<file path="src/rtl/text_word_counter.sv">
// Counts whole-word "the" in a byte stream between the DLAB_TAG and DLAB_END markers.
// Build option: define CASE_INSENSITIVE_EN to accept word letters in either case.
module text_word_counter #(
  parameter int CNT_W     = 7,
  parameter int MAX_COUNT = 99
) (
  input  logic             clk_i,
  input  logic             reset_n_i,
  input  logic             start_i,
  input  logic             in_valid_i,
  input  logic [7:0]       in_data_i,
  output logic             busy_o,
  output logic             tag_found_o,
  output logic             done_o,
  output logic [CNT_W-1:0] match_cnt_o,
  output logic             saturated_o,
  output logic [15:0]      cnt_ascii_o
);

  // state  | meaning
  // S_IDLE | waiting for start, stream ignored
  // S_HUNT | shifting window, looking for DLAB_TAG
  // S_SCAN | tracking words, looking for DLAB_END
  // S_DONE | end tag seen, count frozen until start
  typedef enum logic [1:0] {S_IDLE, S_HUNT, S_SCAN, S_DONE} state_t;

  localparam logic [63:0]      TAG_START  = "DLAB_TAG";
  localparam logic [63:0]      TAG_END    = "DLAB_END";
  localparam logic [CNT_W-1:0] CNT_MAX    = CNT_W'(MAX_COUNT);
  localparam logic [CNT_W-1:0] TEN        = CNT_W'(10);
  localparam logic [15:0]      ASCII_ZERO = 16'h3030;

  state_t           state_q, state_d;
  // Only the older 7 bytes are stored; the incoming byte completes the 64-bit window.
  logic [55:0]      win_q, win_d;
  logic [63:0]      win_next;
  logic [1:0]       pos_q, pos_d;
  logic             spoil_q, spoil_d;
  logic [CNT_W-1:0] cnt_q, cnt_d;
  logic             sat_q, sat_d;
  logic             tag_q, tag_d;
  logic [15:0]      ascii_q, ascii_d;
  logic [CNT_W-1:0] tens, ones;

  function automatic logic is_delim(input logic [7:0] b);
    return (b == 8'h20) || (b == 8'h0A) || (b == 8'h0D) || (b == 8'h09);
  endfunction

  function automatic logic letter_ok(input logic [1:0] pos, input logic [7:0] b);
    logic [7:0] want;
    logic [7:0] got;
    case (pos)
      2'd0:    want = 8'h74;
      2'd1:    want = 8'h68;
      default: want = 8'h65;
    endcase
`ifdef CASE_INSENSITIVE_EN
    got = b | 8'h20;
`else
    got = b;
`endif
    return got == want;
  endfunction

  always_ff @(posedge clk_i or negedge reset_n_i) begin
    if (!reset_n_i) begin
      state_q <= S_IDLE;
      win_q   <= '0;
      pos_q   <= '0;
      spoil_q <= 1'b0;
      cnt_q   <= '0;
      sat_q   <= 1'b0;
      tag_q   <= 1'b0;
      ascii_q <= ASCII_ZERO;
    end else begin
      state_q <= state_d;
      win_q   <= win_d;
      pos_q   <= pos_d;
      spoil_q <= spoil_d;
      cnt_q   <= cnt_d;
      sat_q   <= sat_d;
      tag_q   <= tag_d;
      ascii_q <= ascii_d;
    end
  end

  always_comb begin
    win_next = {win_q, in_data_i};
    state_d  = state_q;
    win_d    = win_q;
    pos_d    = pos_q;
    spoil_d  = spoil_q;
    cnt_d    = cnt_q;
    sat_d    = sat_q;
    tag_d    = tag_q;
    if (start_i) begin
      state_d = S_HUNT;
      win_d   = '0;
      pos_d   = '0;
      spoil_d = 1'b0;
      cnt_d   = '0;
      sat_d   = 1'b0;
      tag_d   = 1'b0;
    end else if (in_valid_i) begin
      case (state_q)
        S_HUNT: begin
          win_d = win_next[55:0];
          if (win_next == TAG_START) begin
            state_d = S_SCAN;
            tag_d   = 1'b1;
            pos_d   = '0;
            spoil_d = 1'b0;
          end
        end
        S_SCAN: begin
          win_d = win_next[55:0];
          if (win_next == TAG_END) begin
            state_d = S_DONE;
          end else if (is_delim(in_data_i)) begin
            if (pos_q == 2'd3 && !spoil_q) begin
              if (cnt_q == CNT_MAX) sat_d = 1'b1;
              else                  cnt_d = cnt_q + CNT_W'(1);
            end
            pos_d   = '0;
            spoil_d = 1'b0;
          end else if (!spoil_q && pos_q != 2'd3 && letter_ok(pos_q, in_data_i)) begin
            pos_d = pos_q + 2'd1;
          end else begin
            spoil_d = 1'b1;
          end
        end
        default: ;
      endcase
    end
  end

  assign tens    = cnt_q / TEN;
  assign ones    = cnt_q % TEN;
  assign ascii_d = {8'h30 + 8'(tens), 8'h30 + 8'(ones)};

  assign busy_o      = (state_q == S_HUNT) || (state_q == S_SCAN);
  assign done_o      = (state_q == S_DONE);
  assign tag_found_o = tag_q;
  assign match_cnt_o = cnt_q;
  assign saturated_o = sat_q;
  assign cnt_ascii_o = ascii_q;

endmodule

</file>
<file path="config.mk">
export PLATFORM = sky130hd
export DESIGN_NAME = text_word_counter
export DESIGN_NICKNAME = d
export VERILOG_FILES = /design/src/rtl/text_word_counter.sv
export SDC_FILE = /design/constraint.sdc
export NUM_CORES = 1
export LEC_CHECK = 0
export ABC_CLOCK_PERIOD_IN_PS = 3500
export BUFFER_PORTS_ARGS = -buffer_cell sky130_fd_sc_hd__buf_2
export CAP_MARGIN = 15
export CORE_ASPECT_RATIO = 0.5
export CORE_MARGIN = 2
export CORE_UTILIZATION = 60
export CTS_CLUSTER_DIAMETER = 40
export CTS_CLUSTER_SIZE = 10
export DETAILED_ROUTE_END_ITERATION = 8
export GPL_ROUTABILITY_DRIVEN = 1
export PLACE_DENSITY = 0.8
export SYNTH_ARGS = -nofsm -noshare
export SYNTH_HDL_FRONTEND = slang
export SYNTH_SLANG_ARGS = --single-unit
</file>
<file path="constraint.sdc">
create_clock -name clk_i -period 3.5 [get_ports clk_i]
set_input_delay 1.05 -clock clk_i [delete_from_list [all_inputs] [get_ports clk_i]]
set_output_delay 1.05 -clock clk_i [all_outputs]
set_load 0.01 [all_outputs]
</file>
Word level (Yosys, flattened, before mapping)
Cells that the tools add are included.

word-level totals
  flip-flop bits (word level) = 86
  output and inout bits = 27
  logic and storage cells = 107

operators by class
  $add $sub $neg = 4
  divide/modulo/power cells = 2
  equal/unequal tests = 21
  mux-type cells = 46
  reduce and logical (&&, ||, !) cells = 26

operators with widths
  cell                                                    number
  2-to-1 mux 56 bit                                       3
  equality test 64 x 63 -> 1 bit (second input constant)  2
  2-to-1 mux 7 bit                                        7
  2-to-1 mux 8 bit                                        5
  equality test 8 x 4 -> 1 bit (second input constant)    3
  2-to-1 mux 2 bit                                        10
  2-to-1 mux 1 bit                                        17
  adder 6 x 7 -> 8 bit (first input constant)             2
  nonzero test 2 bit                                      8
  AND reduction 6 bit                                     2
  case mux 5 bit (2 select lines)                         1
  AND reduction 5 bit                                     2
  != test 3 bit (second input constant)                   3
  equality test 8 x 6 -> 1 bit (second input constant)    1
  equality test 8 bit                                     1
  != test 4 bit (second input constant)                   2
  case mux 2 bit (2 select lines)                         2
  adder 7 x 1 -> 7 bit (second input constant)            1
  divider 7 x 4 -> 7 bit (second input constant)          1
  equality test 7 bit (second input constant)             1
  remainder unit 7 x 4 -> 7 bit (second input constant)   1
  equality test 2 bit (second input constant)             3
  != test 2 bit (second input constant)                   3
  equality test 2 x 1 -> 1 bit (second input constant)    2
  other kinds (11)                                        16

Longest topological paths before layout
  word-level depth = 17
  mapped depth = 13
  gate-level depth less buffers = 11

Worst setup path before layout
Ideal clock, no wire load.

  kind = input to register
  from = in in_data_i[3]
  to = reg cnt_q[5], in the netlist match_cnt_o[5]
  setup time = 0.119 ns
  arrival = 2.568 ns
  data required time = 3.381 ns
  path slack = 0.813 ns
  stages on the path = 7
  buffers on the path = 0
  cells stage by stage = or4b_1 > o21ai_2 > a31oi_4 > nor2b_2 > or4b_1 > xnor2_1 > nor2_1

between the ends
  cells in the longest elaborated chain, start to end = 6
  elaborated cells on any way between the ends = 11
  classes of those cells = eq/ne: 6; reduce/logical: 5

RTL lines
  what                                                                                 RTL line  text
  start, declared                                                                      11        input logic [7:0] in_data_i,
  equality test 8 x 6 -> 1 bit / equality test 8 x 4 -> 1 bit (equally long branches)  46        return (b == 8'h20) || (b == 8'h0A) || (b == 8'h0D) || (b == 8'h09);
  logical OR 1 bit (3 in series)                                                       46
  nonzero test 2 bit (no line)                                                         n/a
  AND reduction 6 bit (no line) *                                                      n/a
  end signal, assigned                                                                 80        cnt_q <= cnt_d;
  end, declared                                                                        39        logic [CNT_W-1:0] cnt_q, cnt_d;

Mark *: on every way between the ends. The rest lies on a longest branch, timed or not.
A chain may end at the register's enable or synchronous reset.

Worst setup path in the final report
  from = reg cnt_q[4], in the netlist match_cnt_o[4]
  to = reg ascii_q[6], in the netlist cnt_ascii_o[6]

between the ends
  cells in the longest elaborated chain, start to end = 2

RTL lines
  what                           RTL line  text
  remainder unit 7 x 4 -> 7 bit  138       assign ones = cnt_q % TEN;
  adder 6 x 7 -> 8 bit           139       assign ascii_d = {8'h30 + 8'(tens), 8'h30 + 8'(ones)};
  net ascii_d[6]                 42        logic [15:0] ascii_q, ascii_d;
  end signal, assigned           83        ascii_q <= ascii_d;
  end, declared                  42

The timed path passes the listed nets, and every way through them passes these cells.

==> run_results.csv <==
group,metric,value,unit
status,status,"complete, no violations",
timing,hold_viol,0,
timing,finalSetupTns,0,ns
yosys,synth_top_area_cell,"dfrtp_1",
cts,cts_root_buffer,"clkbuf_16",
place,port_buffers,34,
route,firstDrtPassIters,4,
worst_setup_path,cp_max_fo,15,
cts,clock_latency,0.33,ns
cts,htree_levels,3,
route,routedWlPerCell,15.4,um
grt,grt_max_degree,56,
cts,post-cts-setup-buffer-count,0,
timing,post-route-min-period,3.11,ns
yosys,synth_edf_count,0,
grt,track_usage,24.9,%
floorplan,die_y,64.5,um
yosys,syn_inst,500,
cts,clk_path_buf_depth,2,
route,drtAntennaViolNets,0,
worst_setup_path,worstPathRequired,3.76,ns
yosys,yosysWarnings,0,
place,globalplace.congestion,0.865,
finish,utilization,70.4,%
yosys,synth.most_common_cell,"nand2_1",
finish,num_antenna_cells,0,
cts,clk_pin_slew_worst_paths,0.06,ns
finish,stdcell_area,4840,um2
finish,area_delta_synth_final,10.3,%
timing,rsz0062_at_grt,"false",
cts,post_cts_resized,0,
yosys,synth.yosys.seq_area_share,46.8,%
cts,cts_tree,"yes",
floorplan,design.portCount,39,
grt,antenna_found_initial,0,
floorplan,core-area,6880,um2
timing,period_share,88.9,%
yosys,synth.top_cell.area_share,45.6,%
finish,nNetsFinal,546,
floorplan,die_w,125,um
worst_setup_path,critPathCaptureType,"register",
floorplan,start_util,63.8,%
floorplan,rows,21,
cts,clock-sinks,82,
yosys,ys_ff_latch,82,
worst_hold_path,holdPathStages,0,
grt,grt_pass1_wl,16000,um
yosys,synth_ff_type,"dfrtp_1",
route,post_drt_via_cell_ratio,5.84,
cts,cts_buffers,9,
floorplan,dieArea,8060,um2
worst_setup_path,cp-start-kind,"register",
route,vias,3596,
worst_hold_path,hold_path.class,"register to register",
worst_setup_path,arrival,3.37,ns
yosys,synthArstFlopShare,100,%
cts,holdBufCountCts,0,
timing,clock.fmax,0.321,GHz
yosys,synth_cell_types,61,
yosys,synthesis.area,4390,um2
pwr,cellLeakagePower,0.00212,uW
yosys,netlist_top_cells_area,"dfrtp_1 46%, nand2_1 11%, a21oi_1 8.3%, ha_1 4.3%, xnor2_1 2.6%",
timing,worst_slack,0.388,ns
place,dpl.hpwl,6480,um
pwr,peakVddDrop,0.300,mV
finish,drive_above_1_share,13.2,%
yosys,synth_commonest_cells,"134 x nand2_1, 80 x dfrtp_1, 73 x a21oi_1",
route,dr.first_iter.drc_count,384,
worst_setup_path,path_class,"register to register",
place,pre_cts_ws,0.446,ns
job,drv_cap,0,
place,dpl_cell_area,4550,um2
grt,grt_pass1_vias,3272,
worst_setup_path,r2r_cells,11,
route,routed_wl,9500,um
timing,finalSetupViolCount,0,
pwr,power_density,442,nW/um2
grt,grt.overflow.total,0,
timing,finalMaxSlewViolations,0,
timing,final.setup_skew,0.00421,ns
yosys,avgSynthCellArea,8.79,um2
route,drc,0,
timing,worstMarginPinSlew,0.846,ns
timing,relSlewSlack,43.2,%
[area by class of cell]
| class | instances | area (um2) |
|---|---|---|
| Clock buffer | 12 | 267 |
| Clock inverter | 4 | 25.0 |
| Fill cell | 562 | 2040 |
| Inverter | 16 | 60.1 |
| Multi-Input combinational cell | 370 | 2090 |
| Sequential cell | 82 | 2050 |
| Tap cell | 92 | 115 |
| Timing Repair Buffer | 40 | 230 |
[kinds of logic after synthesis]
group                    synth area share, %
AND/OR/NAND/NOR                         23.3
AO/OA/AOI/OAI                           15.5
flip-flops                              46.8
buffers and inverters                   5.95
XOR/XNOR                                3.39
adder cells (fa/ha/maj)                 4.50
other                                  0.171
multiplexers                           0.484
[state kept, by name, summed over array words and instances, names as in the netlist]
| signal | flops |
|---|---|
| tag_found_o | 1 |
| pos_q | 2 |
| match_cnt_o | 7 |
| saturated_o | 1 |
| cnt_ascii_o | 12 |
| spoil_q | 1 |
| state_q | 2 |
| win_q | 56 |
[worst max-delay path, cell delays in order, from the launching register on]
cell	delay, ns
dfrtp_1	0.53
inv_2	0.15
ha_1	0.31
nand2_1	0.15
nand2_1	0.31
o21ai_1	0.29
xor2_1	0.36
o211ai_1	0.15
o31ai_1	0.13
mux2i_1	0.33
ha_1	0.21
xnor2_1	0.11
[placed cells by master (no fill, tap or decap), types with 3 or more instances in the layout]
cell type,n
conb_1,4
xor2_1,4
inv_2,3
clkbuf_8,3
o211ai_1,6
nand2b_1,5
or3_1,3
clkbuf_16,9
nor2b_1,4
o21ai_1,5
a21oi_1,73
nand3_1,6
o31ai_1,3
nor4b_1,8
dfrtp_1,80
nor2_1,17
buf_4,6
xnor2_1,13
buf_2,33
nand4_1,9
ha_1,15
o21ai_0,9
a31oi_1,4
nor4_1,5
nor4bb_1,4
nand2_1,134
inv_1,12
[metrics by stage]
step / hold slack [ns] / power, uW / instances
floorplan: 0.420 / 1170 / 502
CTS: 0.499 / 2150 / 616
detailed placement: 0.483 / 1250 / 600
global route: 0.514 / 2230 / 616
global placement: 0.468 / 1250 / 600
finish: 0.498 / 2140 / 616
[routing by layer]
metal,vias to the layer above,wire length (um),track usage [%]
met5,-,0,0
met4,0,73,6.53
met3,9,472,5.28
met2,88,4690,42.3
met1,1765,4260,33.1
li1,1734,-,-
[where the power goes]
| part | switching, uW | leakage, uW | internal, uW | total [uW] |
|---|---|---|---|---|
| sequential | 29.3 | 0.00113 | 973 | 1000 |
| combinational | 169 | 0.000851 | 66.3 | 235 |
| clock | 369 | 0.000141 | 536 | 905 |
[worst paths after layout]
kind	start	endpoint	slack, ns
worst max-delay path	match_cnt_o[4]	cnt_ascii_o[6]	0.39
worst min register to register	match_cnt_o[0]	cnt_ascii_o[0]	0.50
min in group asynchronous	reset_n_i	cnt_ascii_o[7]	0.70
worst max register to register	match_cnt_o[4]	cnt_ascii_o[6]	0.39
worst min-delay path	match_cnt_o[0]	cnt_ascii_o[0]	0.50
max in group asynchronous	reset_n_i	win_q[28]	2.18
Power figures use the tool's default switching activity.
